File: src/rtl/pid_pkg.sv
`default_nettype none
// ============================================================================
//  Module   : pid_pkg
//  Purpose  : Shared definitions for the speed PID controller: FSM state
//             encoding, default tuning constants, accumulator width and a
//             16-bit signed saturation helper.
//  Revision : 1.0  initial release
// ============================================================================
package pid_pkg;

  typedef enum logic [2:0] {
    S_IDLE = 3'd0,
    S_ERR  = 3'd1,
    S_MP   = 3'd2,
    S_MI   = 3'd3,
    S_MD   = 3'd4,
    S_SUM  = 3'd5,
    S_OUT  = 3'd6
  } state_t;

  localparam int FRAC_BITS_DEF = 8;
  localparam int U_MAX_DEF     = 1000;
  localparam int INT_LIM_DEF   = 800;
  localparam int ACC_W         = 34;

  // Clamp a 17-bit signed difference into the 16-bit signed range.
  function automatic logic signed [15:0] sat16(input logic signed [16:0] x);
    if (x > 17'sd32767)
      return 16'sh7FFF;
    else if (x < -17'sd32768)
      return 16'sh8000;
    else
      return x[15:0];
  endfunction

endpackage
`default_nettype wire

File: src/rtl/speed_pid_if.sv
`default_nettype none
// ============================================================================
//  Module   : speed_pid_if
//  Purpose  : Bundle of the controller's sample input, gain/setpoint inputs
//             and command/status outputs.
//  Ports    : master drives en/setpoint/spdcnt/delta_valid/kp/ki/kd and
//             observes u_out/u_valid/u_sat/busy/ovr_cnt; slave is the
//             controller side.
//  Revision : 1.0  initial release
// ============================================================================
interface speed_pid_if;

  logic               en;
  logic signed [15:0] setpoint;
  logic signed [15:0] spdcnt;
  logic               delta_valid;
  logic signed [15:0] kp;
  logic signed [15:0] ki;
  logic signed [15:0] kd;
  logic signed [15:0] u_out;
  logic               u_valid;
  logic               u_sat;
  logic               busy;
  logic [7:0]         ovr_cnt;

  modport master (
    output en, setpoint, spdcnt, delta_valid, kp, ki, kd,
    input  u_out, u_valid, u_sat, busy, ovr_cnt
  );

  modport slave (
    input  en, setpoint, spdcnt, delta_valid, kp, ki, kd,
    output u_out, u_valid, u_sat, busy, ovr_cnt
  );

endinterface
`default_nettype wire

File: src/rtl/sat_clamp.sv
`default_nettype none
// ============================================================================
//  Module   : sat_clamp
//  Purpose  : Signed saturating clamp from IN_W bits into [LOW, LIMIT],
//             narrowed to OUT_W bits, with a flag set when clamping occurred.
//  Ports    : din (IN_W signed), dout (OUT_W signed), clamped (1).
//  Revision : 1.0  initial release
// ============================================================================
module sat_clamp #(
  parameter int     IN_W  = 17,
  parameter int     OUT_W = 16,
  parameter longint LIMIT = 32767,
  parameter longint LOW   = -LIMIT
) (
  input  wire logic signed [IN_W-1:0]  din,
  output logic signed      [OUT_W-1:0] dout,
  output logic                         clamped
);

  localparam logic signed [IN_W-1:0] C_HI = IN_W'(LIMIT);
  localparam logic signed [IN_W-1:0] C_LO = IN_W'(LOW);

  always_comb begin
    dout    = din[OUT_W-1:0];
    clamped = 1'b0;
    if (din > C_HI) begin
      dout    = C_HI[OUT_W-1:0];
      clamped = 1'b1;
    end else if (din < C_LO) begin
      dout    = C_LO[OUT_W-1:0];
      clamped = 1'b1;
    end
  end

endmodule
`default_nettype wire

File: src/rtl/speed_pid.sv
`default_nettype none
// ============================================================================
//  Module   : speed_pid
//  Purpose  : Discrete PID speed controller. Each accepted encoder sample is
//             processed by a 7-state sequence sharing one 16x16 multiplier,
//             producing a saturated signed command with conditional-
//             integration anti-windup.
//  Ports    : clk, rst_n (async, active-low), bus (speed_pid_if.slave).
//  Revision : 1.0  initial release
// ============================================================================
module speed_pid
  import pid_pkg::*;
#(
  parameter int FRAC_BITS = FRAC_BITS_DEF,
  parameter int U_MAX     = U_MAX_DEF,
  parameter int INT_LIM   = INT_LIM_DEF
) (
  input wire logic   clk,
  input wire logic   rst_n,
  speed_pid_if.slave bus
);

  localparam longint INT_MAX_Q = longint'(INT_LIM) << FRAC_BITS;

  state_t state, state_nx;

  // Shadow copies taken at capture so mid-computation changes wait a sample
  logic signed [15:0] sp_s, meas_s, kp_s, ki_s, kd_s;
  logic signed [15:0] e_r, de_r, e_prev;
  logic               first;
  logic signed [31:0] prod, p_acc, integ;
  logic signed [ACC_W-1:0] t_r;
  logic [7:0]         ovr;

  logic capture;
  assign capture = bus.en && bus.delta_valid && (state == S_IDLE);

  // ---------------- error / derivative ----------------
  logic signed [16:0] e_diff;
  logic signed [15:0] e_val, de_val;
  logic               e_sat_unused;
  assign e_diff = {sp_s[15], sp_s} - {meas_s[15], meas_s};

  sat_clamp #(.IN_W(17), .OUT_W(16), .LIMIT(32767), .LOW(-32768)) u_e_clamp (
    .din(e_diff), .dout(e_val), .clamped(e_sat_unused)
  );

  assign de_val = first ? 16'sd0 : sat16({e_val[15], e_val} - {e_prev[15], e_prev});

  // ---------------- shared multiplier ----------------
  logic signed [15:0] mul_a, mul_b;
  logic signed [31:0] mul_p;

  always_comb begin
    mul_a = kp_s;
    mul_b = e_r;
    case (state)
      S_MI:    mul_a = ki_s;
      S_MD:    begin mul_a = kd_s; mul_b = de_r; end
      default: ;
    endcase
  end

  assign mul_p = $signed({{16{mul_a[15]}}, mul_a}) * $signed({{16{mul_b[15]}}, mul_b});

  // ---------------- integrator ----------------
  logic signed [32:0] integ_sum;
  logic signed [31:0] integ_nx;
  logic               integ_sat_unused;
  logic               freeze;
  assign integ_sum = {integ[31], integ} + {prod[31], prod};

  sat_clamp #(.IN_W(33), .OUT_W(32), .LIMIT(INT_MAX_Q)) u_int_clamp (
    .din(integ_sum), .dout(integ_nx), .clamped(integ_sat_unused)
  );

  // Stop integrating while the output is pinned and the error pushes further
  assign freeze = bus.u_sat && (bus.u_out[15] == e_r[15]) && (e_r != 16'sd0);

  // ---------------- sum and output clamp ----------------
  logic signed [ACC_W-1:0] sum_s;
  logic signed [15:0]      u_nx;
  logic                    u_clamped;
  assign sum_s = {{(ACC_W-32){p_acc[31]}}, p_acc}
               + {{(ACC_W-32){integ[31]}}, integ}
               + {{(ACC_W-32){prod[31]}},  prod};

  sat_clamp #(.IN_W(ACC_W), .OUT_W(16), .LIMIT(U_MAX)) u_out_clamp (
    .din(t_r), .dout(u_nx), .clamped(u_clamped)
  );

  // ---------------- FSM ----------------
  always_ff @(posedge clk or negedge rst_n) begin
    if (!rst_n)       state <= S_IDLE;
    else if (!bus.en) state <= S_IDLE;
    else              state <= state_nx;
  end

  always_comb begin
    state_nx = state;
    case (state)
      S_IDLE:  if (bus.delta_valid) state_nx = S_ERR;
      S_ERR:   state_nx = S_MP;
      S_MP:    state_nx = S_MI;
      S_MI:    state_nx = S_MD;
      S_MD:    state_nx = S_SUM;
      S_SUM:   state_nx = S_OUT;
      S_OUT:   state_nx = S_IDLE;
      default: state_nx = S_IDLE;
    endcase
  end

  // ---------------- datapath registers ----------------
  always_ff @(posedge clk or negedge rst_n) begin
    if (!rst_n) begin
      sp_s <= '0; meas_s <= '0; kp_s <= '0; ki_s <= '0; kd_s <= '0;
      e_r <= '0; de_r <= '0; e_prev <= '0; first <= 1'b1;
      prod <= '0; p_acc <= '0; integ <= '0; t_r <= '0;
      bus.u_out <= '0; bus.u_sat <= 1'b0; bus.u_valid <= 1'b0;
    end else if (!bus.en) begin
      integ <= '0; e_prev <= '0; first <= 1'b1;
      bus.u_out <= '0; bus.u_sat <= 1'b0; bus.u_valid <= 1'b0;
    end else begin
      bus.u_valid <= (state == S_OUT);
      case (state)
        S_IDLE: if (capture) begin
          sp_s <= bus.setpoint; meas_s <= bus.spdcnt;
          kp_s <= bus.kp; ki_s <= bus.ki; kd_s <= bus.kd;
        end
        S_ERR: begin
          e_r <= e_val; de_r <= de_val; e_prev <= e_val; first <= 1'b0;
        end
        S_MP: prod <= mul_p;
        S_MI: begin p_acc <= prod; prod <= mul_p; end
        S_MD: begin
          if (!freeze) integ <= integ_nx;
          prod <= mul_p;
        end
        S_SUM: t_r <= sum_s >>> FRAC_BITS;
        S_OUT: begin bus.u_out <= u_nx; bus.u_sat <= u_clamped; end
        default: ;
      endcase
    end
  end

  // ---------------- overrun counter ----------------
  always_ff @(posedge clk or negedge rst_n) begin
    if (!rst_n)
      ovr <= '0;
    else if (bus.en && bus.delta_valid && (state != S_IDLE) && (ovr != 8'hFF))
      ovr <= ovr + 8'd1;
  end

  assign bus.ovr_cnt = ovr;
  assign bus.busy    = (state != S_IDLE);

endmodule
`default_nettype wire

File: src/flat_wrapper.sv
// flat-port wrapper written by rule: the top's interface ports become plain ports
module speed_pid_flat import pid_pkg::*;
#(
  parameter int FRAC_BITS = FRAC_BITS_DEF,
  parameter int U_MAX     = U_MAX_DEF,
  parameter int INT_LIM   = INT_LIM_DEF
)
  (clk, rst_n, bus_en, bus_setpoint, bus_spdcnt, bus_delta_valid, bus_kp, bus_ki, bus_kd, bus_u_out, bus_u_valid, bus_u_sat, bus_busy, bus_ovr_cnt);
  speed_pid_if bus_i ();
  input wire logic clk;
  input wire logic rst_n;
  input wire logic [$bits(bus_i.en)-1:0] bus_en;
  input wire logic [$bits(bus_i.setpoint)-1:0] bus_setpoint;
  input wire logic [$bits(bus_i.spdcnt)-1:0] bus_spdcnt;
  input wire logic [$bits(bus_i.delta_valid)-1:0] bus_delta_valid;
  input wire logic [$bits(bus_i.kp)-1:0] bus_kp;
  input wire logic [$bits(bus_i.ki)-1:0] bus_ki;
  input wire logic [$bits(bus_i.kd)-1:0] bus_kd;
  output wire logic [$bits(bus_i.u_out)-1:0] bus_u_out;
  output wire logic [$bits(bus_i.u_valid)-1:0] bus_u_valid;
  output wire logic [$bits(bus_i.u_sat)-1:0] bus_u_sat;
  output wire logic [$bits(bus_i.busy)-1:0] bus_busy;
  output wire logic [$bits(bus_i.ovr_cnt)-1:0] bus_ovr_cnt;
  assign bus_i.en = bus_en;
  assign bus_i.setpoint = bus_setpoint;
  assign bus_i.spdcnt = bus_spdcnt;
  assign bus_i.delta_valid = bus_delta_valid;
  assign bus_i.kp = bus_kp;
  assign bus_i.ki = bus_ki;
  assign bus_i.kd = bus_kd;
  assign bus_u_out = bus_i.u_out;
  assign bus_u_valid = bus_i.u_valid;
  assign bus_u_sat = bus_i.u_sat;
  assign bus_busy = bus_i.busy;
  assign bus_ovr_cnt = bus_i.ovr_cnt;
  speed_pid #(.FRAC_BITS(FRAC_BITS), .U_MAX(U_MAX), .INT_LIM(INT_LIM)) u_core (.clk(clk), .rst_n(rst_n), .bus(bus_i));
endmodule
File: config.mk
export PLATFORM = sky130hd
export DESIGN_NAME = speed_pid_flat
export DESIGN_NICKNAME = d
export VERILOG_FILES = /design/src/rtl/pid_pkg.sv /design/src/rtl/speed_pid_if.sv /design/src/rtl/sat_clamp.sv /design/src/rtl/speed_pid.sv /design/src/flat_wrapper.sv
export SDC_FILE = /design/constraint.sdc
export NUM_CORES = 1
export LEC_CHECK = 0
export BUFFER_PORTS_ARGS = -buffer_cell sky130_fd_sc_hd__buf_2
export CAP_MARGIN = 20
export CORE_MARGIN = 3
export CORE_UTILIZATION = 45
export CTS_BUF_LIST = sky130_fd_sc_hd__clkbuf_16
export DETAILED_ROUTE_END_ITERATION = 10
export PLACE_DENSITY_LB_ADDON = 0.12
export SETUP_SLACK_MARGIN = 0.15
export SYNTH_ARGS = -nofsm -noshare
export SYNTH_HDL_FRONTEND = slang
export SYNTH_SLANG_ARGS = --single-unit
File: constraint.sdc
create_clock -name clk -period 11.75 [get_ports clk]
set_clock_uncertainty 0.05 [all_clocks]
set_input_delay 2.35 -clock clk [delete_from_list [all_inputs] [get_ports clk]]
set_output_delay 2.35 -clock clk [all_outputs]
set_load 0.02 [all_outputs]
Yosys cells after proc, flatten, opt, wreduce, memory -nomap -nowiden
Cells that the tools add are included.

operators by class
  add/sub/neg operators = 6
  multipliers = 1
  div/mod/pow operators = 0
  order comparisons = 8
  equality and inequality tests = 13
  shift-type cells = 0
  multiplexer cells = 28
  bitwise operators = 0
  reduce and logical (&&, ||, !) cells = 16

operator list
  kind                                                                                number
  16-bit two-way mux                                                                  12
  32-bit two-way mux                                                                  5
  32-bit by 32-bit adder with 33-bit output                                           2
  33-bit by 32-bit adder with 34-bit output                                           1
  17-bit by 16-bit greater-than comparator with 1-bit output (second input constant)  2
  17-bit by 16-bit < comparator with 1-bit output (second input constant)             2
  16-bit by 16-bit subtractor with 17-bit output                                      2
  33-bit by 19-bit greater-than comparator with 1-bit output (second input constant)  1
  33-bit by 19-bit < comparator with 1-bit output (second input constant)             1
  16-bit by 16-bit multiplier with 32-bit output                                      1
  16-bit case mux with 2 select lines                                                 1
  26-bit by 11-bit greater-than comparator with 1-bit output (second input constant)  1
  26-bit by 11-bit < comparator with 1-bit output (second input constant)             1
  3-bit case mux with 6 select lines                                                  1
  16-bit nonzero test                                                                 1
  2-bit AND reduction                                                                 5
  3-bit equality test (second input constant)                                         3
  8-bit by 1-bit adder with 8-bit output (second input constant)                      1
  8-bit inequality test (second input constant)                                       1
  1-bit two-way mux                                                                   7
  3-bit by 2-bit equality test with 1-bit output (second input constant)              2
  1-bit logical AND                                                                   6
  3-bit two-way mux                                                                   2
  2-bit by 1-bit inequality test with 1-bit output (second input constant)            3
  8 further kinds                                                                     8

word-level totals
  register bits = 280
  bits in latches = 0
  memory bits (writable) = 0
  memory bits (read-only) = 0
  input port bits = 84
  logic and storage cells = 90
  memories kept = 0

Depth between registers and ports, before layout
Gate-level depths: netlist (run 1).

  depth after elaboration = 9
  mapped depth = 33
  depth with buffers taken out = 29

Hierarchy
From an unflattened synthesis (run 1), not the netlist that was laid out.

unflattened totals
  cell total of the unflattened synthesis = 2796
  area, all modules = 26728.1 µm²

by module, submodules not included
  module                          times used  cells each  area each (µm²)  seq. area each (µm²)
  speed_pid                       1           2622        25720.9          7008.0
  sat_clamp (u_core.u_int_clamp)  1           67          400.4            0.0
  sat_clamp (u_core.u_out_clamp)  1           56          337.8            0.0
  sat_clamp (u_core.u_e_clamp)    1           51          269.0            0.0

Worst setup path after synthesis (run 1)
No wires, ideal clock.

  path kind = reg2reg
  start = register u_core.state[2]
  end = register u_core.prod[29]
  library setup time = 0.136 ns
  arrival = 8.235 ns
  data required time = 11.564 ns
  slack = 3.330 ns
  cell stages (with the launch flop) = 27
  cell sequence = dfrtp_1 clkbuf_1 nor2b_1 and2_1 clkbuf_1 buf_1 clkbuf_1 mux2i_1 nor2_1 fa_1 fa_1 inv_1 fa_1 inv_1 fa_1 fa_1 fa_1 ha_1 nand2_1 o211ai_1 a21o_1 a21oi_1 a21bo_2 a211o_1 a21oi_1 xor2_1 o21ai_0

between the ends
  cells in the longest elaborated chain, start to end = 3
  elaborated cells between the ends (all ways) = 8
  classes of those cells = 1 x mul; 3 x eq/ne; 2 x mux; 2 x reduce/logical

RTL lines
  item                                                                                   RTL line                           RTL
  start: declaration                                                                     speed_pid.sv:25                    state_t state, state_nx;
  start signal: assignment                                                               speed_pid.sv:96                    else state <= state_nx;
  3-bit equality test, or another cell as far along                                      speed_pid.sv:57, speed_pid.sv:125
  16-bit case mux with 2 select lines, or another cell as far along                      speed_pid.sv:57                    case (state)
  16-bit by 16-bit multiplier with 32-bit output or 2-bit AND reduction (tied branches)  --
  end signal: assignment                                                                 speed_pid.sv:133                   S_MP: prod <= mul_p;
  end signal: assignment                                                                 speed_pid.sv:134                   S_MI: begin p_acc <= prod; prod <= mul_p; end
  end signal: assignment                                                                 speed_pid.sv:137                   prod <= mul_p;
  end: declaration                                                                       speed_pid.sv:31                    logic signed [31:0] prod, p_acc, integ;

Parallel ways exist; a longest one is shown, timed or not.
A chain may end at the register's enable or synchronous reset.

Worst setup path after layout (run 1)
  start = register u_core.state[2]
  end = register u_core.prod[25]

The elaborated chain is that of the path after synthesis.

==> reports/metrics.yaml, run 1 <==
job:
  maxCapViolations: 0
setup_path:
  path_max_fanout: 30
  end_kind: "flip-flop"
  crit_arrival_ps: 9470
  cp-start-kind: "flip-flop"
  crit_required_ps: 12120
  criticalPathCategory: "reg2reg"
  crit_path_top_delay_cell: "a21oi_1"
  slowest_delay_ps: 750
  cp_common_cell: "fa_1"
yosys:
  synth_area_um2: 26100
  synth_area_per_cell_um2: 9.89
  syn-num-nets: 3203
  syn-instance-count: 2644
  synth_area_leaders: "dfrtp_1 (27%), fa_1 (23%), ha_1 (8.6%), mux2_2 (5.4%), inv_1 (4.6%)"
  ys_seq_elements: 280
  yosysWarnings: 0
  synth-main-ff-cell: "dfrtp_1"
  synth_edf_count: 0
  netlist.area_leader.share_pct: 26.7
  synth_cell_type_count: 91
  ys_seq_area_share_pct: 26.8
  yosys.area.top_type: "dfrtp_1"
  ys_async_sr_fraction_pct: 100
global_routing:
  grt_max_degree: 97
  antenna_found_initial: 0
  grt_usage_pct: 22.9
  grt_pass1_wl_um: 110000
  grt_overflow: 0
  grt_pass1_vias: 20100
min_path:
  hold_class: "reg2reg"
sta:
  period_share_pct: 77.5
  period_needed_ps: 9100
  finalHoldViolCount: 0
  timing.fmax_mhz: 110
  slew_violations: 0
  worst_slew_pin_slew_ps: 999
  slew_headroom_pct: 33.4
  rsz0062_at_grt: "false"
  fin_setup_tns_ps: 0
  finalSetupViolations: 0
clocking:
  cts_buffers: 35
  clk_latency_ps: 540
  clock_sinks: 280
  cts_tree: "done"
  cts-root-buf: "clkbuf_16"
  cts-hold-fix-buffers: 0
  ctsResizeCount: 0
  clk_path_buf_depth: 3
  clk_pin_slew_ps: 60
  cts_htree_levels: 2
  post_cts_buffers: 0
placement:
  dp_hpwl_um: 54200
  place.gp.congestion: 0.942
  io_buffers: 110
drt:
  via_per_inst: 5.47
  drt_iter0_markers: 1094
  drtAntennaViolNets: 0
  drt-pass1-iter-count: 5
  wl_per_cell_um: 19.3
  vias: 19200
  drc: 0
  routed_wl_um: 67600
final_layout:
  drive_gt1_share_pct: 13.9
  fillCellCount: 5302
  fin_nets: 3287
  area_delta_synth_final_pct: 9.91
  insertedDiodeCount: 0
floorplan:
  rows: 87
  fp.dieH_um: 247
  dieArea_um2: 61000
  core-area_um2: 56900
  start_util_pct: 45.9
  ios: 111
  die_w_um: 247
status:
  status: "complete, no violations"
## synth_stat cells (20+ instances only)
| cell type | instances |
|---|---|
| inv_1 | 319 |
| nand2_1 | 299 |
| fa_1 | 296 |
| dfrtp_1 | 279 |
| nor2_1 | 201 |
| ha_1 | 179 |
| mux2_2 | 126 |
| o21ai_0 | 123 |
| a21oi_1 | 108 |
| a21o_1 | 93 |
| clkbuf_1 | 76 |
| xnor2_1 | 67 |
| xor2_1 | 42 |
| mux2i_1 | 33 |
| nor3_1 | 26 |
| nand4_1 | 20 |
## cell type report
type | instances | area [µm²] | share of cell area, %
timing repair buffer | 141 | 813 | 2.83
tap | 756 | 946 | 3.29
sequential | 280 | 7010 | 24.4
clock inverter | 27 | 246 | 0.858
clock buffer | 37 | 926 | 3.22
inverter | 319 | 1200 | 4.17
multi-input combinational | 1951 | 17600 | 61.2
## worst paths after layout
path,from,endpoint,slack [ps],cells after the start
setup / recovery,u_core.state[2],u_core.prod[25],2650,28
max in group asynchronous,rst_n,u_core.ki_s[15],8360,2
hold / removal,u_core.bus.u_out[14],u_core.bus.u_out[14],420,1
setup reg to reg,u_core.state[2],u_core.prod[25],2650,28
hold reg to reg,u_core.bus.u_out[14],u_core.bus.u_out[14],420,1
min in group asynchronous,rst_n,u_core.bus.u_out[10],1740,1
## placed cells by master, fill, tap and decap left out, types with 15 or more instances in the layout
cell type,Yosys,routed
a21o_1,93,93
a21oi_1,108,108
a221o_1,15,15
a22o_1,17,17
and3_1,18,18
buf_2,5,109
buf_4,1,30
clkbuf_16,0,37
dfrtp_1,279,279
fa_1,296,296
ha_1,179,179
inv_1,319,328
mux2_2,126,126
mux2i_1,33,30
nand2_1,299,298
nand2b_1,19,19
nand4_1,20,20
nor2_1,201,198
nor2b_1,18,18
nor3_1,26,26
o21ai_0,123,123
xnor2_1,67,67
xor2_1,42,42
## flip-flops by register name (all words and copies together) (netlist names), 26 cells and up
name,count
u_core.t_r,26
u_core.p_acc,32
u_core.integ,32
u_core.prod,32
## logic make-up (layout without fill, tap and decap cells)
logic type | after synthesis | after routing | share of synthesized area, %
mux | 160 | 160 | 6.75
simple gates | 690 | 690 | 11.8
compound gates | 516 | 516 | 13.6
fa+ha+maj | 476 | 476 | 31.3
buf+inv | 413 | 524 | 6.05
flops | 280 | 280 | 26.8
xor+xnor | 109 | 109 | 3.65
## per-layer routing
| metal | track usage, % | up-vias | wire length (µm) |
|---|---|---|---|
| met2 | 36.1 | 455 | 30400 |
| met4 | 8.15 | 0 | 2430 |
| met5 | 0 | - | 0 |
| li1 | - | 9057 | - |
| met1 | 32.4 | 9554 | 31900 |
| met3 | 3.06 | 129 | 2920 |
## worst max-delay path: cells and delay by family (launching register included)
family                     cells  cell delay, ps
AOI/OAI and AO/OA              9            2570
xor gates and xnor gates       1             170
adders and majority gates      7            3480
buffers and inverters          5             630
DFF                            1             510
muxes                          1             220
and+or+nand+nor                5            1320
## metrics by stage
stage	setup WS, ps	cells	util (%)	area [µm²]	hold WS (ps)
floorplan	3330	2644	-	26100	394
CTS	2630	3508	50.4	28700	428
detailed placement	2640	3444	48.3	27500	416
finish	2650	3511	50.5	28700	422
global placement	2910	3443	48.3	27500	407
global route	2050	3511	50.5	28700	448
Power of run 1 is left out: the tool's default activity adds up to more than one toggle a clock period on the data nets, which glitch-free logic cannot reach.
==> run 2: changes to the inputs <==
==> constraint.sdc (replaced) <==
create_clock -name clk -period 7.29 [get_ports clk]
set_clock_uncertainty 0.05 [all_clocks]
set_input_delay 1.458 -clock clk [delete_from_list [all_inputs] [get_ports clk]]
set_output_delay 1.458 -clock clk [all_outputs]
set_load 0.02 [all_outputs]
==> run 2 against run 1 <==
Fmax rose by 29%; die area did not move; sequential cell count unchanged; largest cell class unchanged; worst hold slack lost 1.4 ps; count of clock-buffer cells in the layout shrank 2; register-to-register slack worse by 2400 ps; first-iteration DRC count shrank 2.0%; global-route usage grew 0.10 points; highest routed layer unchanged; cell area grew 3.8%; final cell count grew 2.8%; non-clock buffer count is 101 higher; critical endpoint is now u_core.prod[29].
==> reports/metrics.yaml, run 2 (same netlist as run 1, synthesis figures left out) <==
status:
  status: "complete, no violations"
sta:
  fin_setup_tns_ps: 0  # unchanged
  slew_headroom_pct: 30.9  # -2.5 points
  timing.fmax_mhz: 141  # +29%
  worst_slew_pin_slew_ps: 1030  # +34.4 ps
  period_needed_ps: 7080  # -2020 ps
  period_share_pct: 97.2  # +20 points
  finalHoldViolCount: 0  # unchanged
  slew_violations: 0  # unchanged
  setup_ws_ps: 206  # -2440 ps
  rsz0062_at_grt: "true"
  finalSetupViolations: 0  # unchanged
global_routing:
  grt_max_degree: 150  # +55%
  grt_pass1_wl_um: 111000  # +1.1%
  antenna_found_initial: 0  # unchanged
  grt_pass1_vias: 20500  # +2.2%
  grt_overflow: 0  # unchanged
  grt_usage_pct: 23.0  # +0.10 points
drt:
  wl_per_cell_um: 18.8  # -2.6%
  routed_wl_um: 67700  # +0.13%
  drt_iter0_markers: 1072  # -2.0%
  via_per_inst: 5.42  # -0.77%
  drtAntennaViolNets: 0  # unchanged
  drc: 0  # unchanged
  drt-pass1-iter-count: 6  # +1
  vias: 19600  # +2.0%
final_layout:
  fin_util_pct: 52.4  # +1.9 points
  largestRegisters: "u_core.integ (32), u_core.p_acc (32), u_core.prod (32)"
  fin_nets: 3388  # +3.1%
  final_common_cell: "inv_1"
  final_cell_mix: "inv_1 (317), nand2_1 (291), fa_1 (287)"
  insertedDiodeCount: 0  # unchanged
  area_delta_synth_final_pct: 14.1
  drive_gt1_share_pct: 19.4  # +5.5 points
floorplan:
  ios: 111  # unchanged
  start_util_pct: 45.9  # unchanged
  core-area_um2: 56900  # unchanged
  dieArea_um2: 61000  # unchanged
  die_w_um: 247  # unchanged
  rows: 87  # unchanged
  fp.dieH_um: 247  # unchanged
clocking:
  clk_latency_ps: 560  # +20 ps
  clk_pin_slew_ps: 60  # about the same
  cts-hold-fix-buffers: 0  # unchanged
  cts_htree_levels: 2  # unchanged
  clk_path_buf_depth: 3  # unchanged
  cts_buffers: 35  # unchanged
  cts-root-buf: "clkbuf_16"
  cts_tree: "done"
  clock_sinks: 280  # unchanged
setup_path:
  crit_required_ps: 7660  # -4460 ps
  setup.worst_path.end: "u_core.prod[29]"
  rr_worst_depth: 29  # +3.6%
  slowest_delay_ps: 550  # -200 ps
  path_max_fanout: 5  # -83%
  crit_arrival_ps: 7450  # -2020 ps
  end_kind: "flip-flop"
  crit_path_top_delay_cell: "fa_1"
  cp_common_cell: "fa_1"
  cp-start-kind: "flip-flop"
  crit_start: "u_core.state[2]"
  r2r-end: "u_core.prod[29]"
  r2r-start: "u_core.state[2]"
  worst-r2r-setup-slack_ps: 210  # -2440 ps
  criticalPathCategory: "reg2reg"
placement:
  place.gp.congestion: 0.915  # -2.9%
  pre_cts_slack_ps: -131  # -2770 ps
  dp_hpwl_um: 54800  # +0.96%
  io_buffers: 110  # unchanged
job:
  maxCapViolations: 0  # unchanged
min_path:
  hold_class: "reg2reg"
-- run 2: worst max-delay path: cells and delay by family (launching register included) --
| family | cells | cell delay, ps |
|---|---|---|
| multiplexers | 1 | 140 |
| XOR/XNOR | 1 | 160 |
| buffers and inverters | 7 | 490 |
| AO/OA/AOI/OAI | 9 | 1830 |
| adder cells (fa/ha/maj) | 7 | 3320 |
| AND/OR/NAND/NOR | 4 | 560 |
| flip-flops | 1 | 380 |
-- run 2: what timing repair did --
item                                    4_1_cts  5_1_grt
endpoints found under the setup margin        6       19
pin swaps                                    26       43
resized for setup                            42       51
endpoints found under the hold margin         0        0
setup buffers                                23        6
-- run 2: worst min path at each step --
| stage | start | end | cells after the start | slack (ps) |
|---|---|---|---|---|
| after global placement | u_core.bus.u_out[12] | u_core.bus.u_out[12] | 1 | 400 |
| final | u_core.bus.u_out[13] | u_core.bus.u_out[13] | 1 | 420 |
| after CTS | u_core.bus.u_out[13] | u_core.bus.u_out[13] | 1 | 420 |
| after floorplan | u_core.de_r[15] | u_core.de_r[15] | 2 | 390 |
| after detailed placement | u_core.bus.u_out[10] | u_core.bus.u_out[10] | 1 | 410 |
| after global routing | u_core.bus.u_out[9] | u_core.bus.u_out[9] | 2 | 440 |
-- run 2: cell type report --
class / instances / area (µm²)
clock inverter: 25 / 158
inverter: 319 / 1200
fill: 5203 / 27100
timing repair buffer: 242 / 1700
multi-input combinational: 1951 / 17900
sequential: 280 / 7010
clock buffer: 35 / 876
tap: 756 / 946
-- run 2: routing by layer --
metal | GRT usage, % | vias up | wire [µm]
met5 | 0 | - | 0
li1 | - | 9272 | -
met3 | 2.43 | 102 | 2680
met2 | 37.7 | 424 | 31500
met1 | 32.5 | 9775 | 31800
met4 | 6.37 | 0 | 1750
-- run 2: stage by stage --
stage	std cells	hold slack, ps	cell area, µm²
4_1_cts	3601	423	29600
3_3_place_gp	3517	403	28200
3_5_place_dp	3518	411	28200
5_1_grt	3608	437	29800
6_report	3608	421	29800
2_1_floorplan	2644	394	26200
Power of run 2 is left out for the same reason.
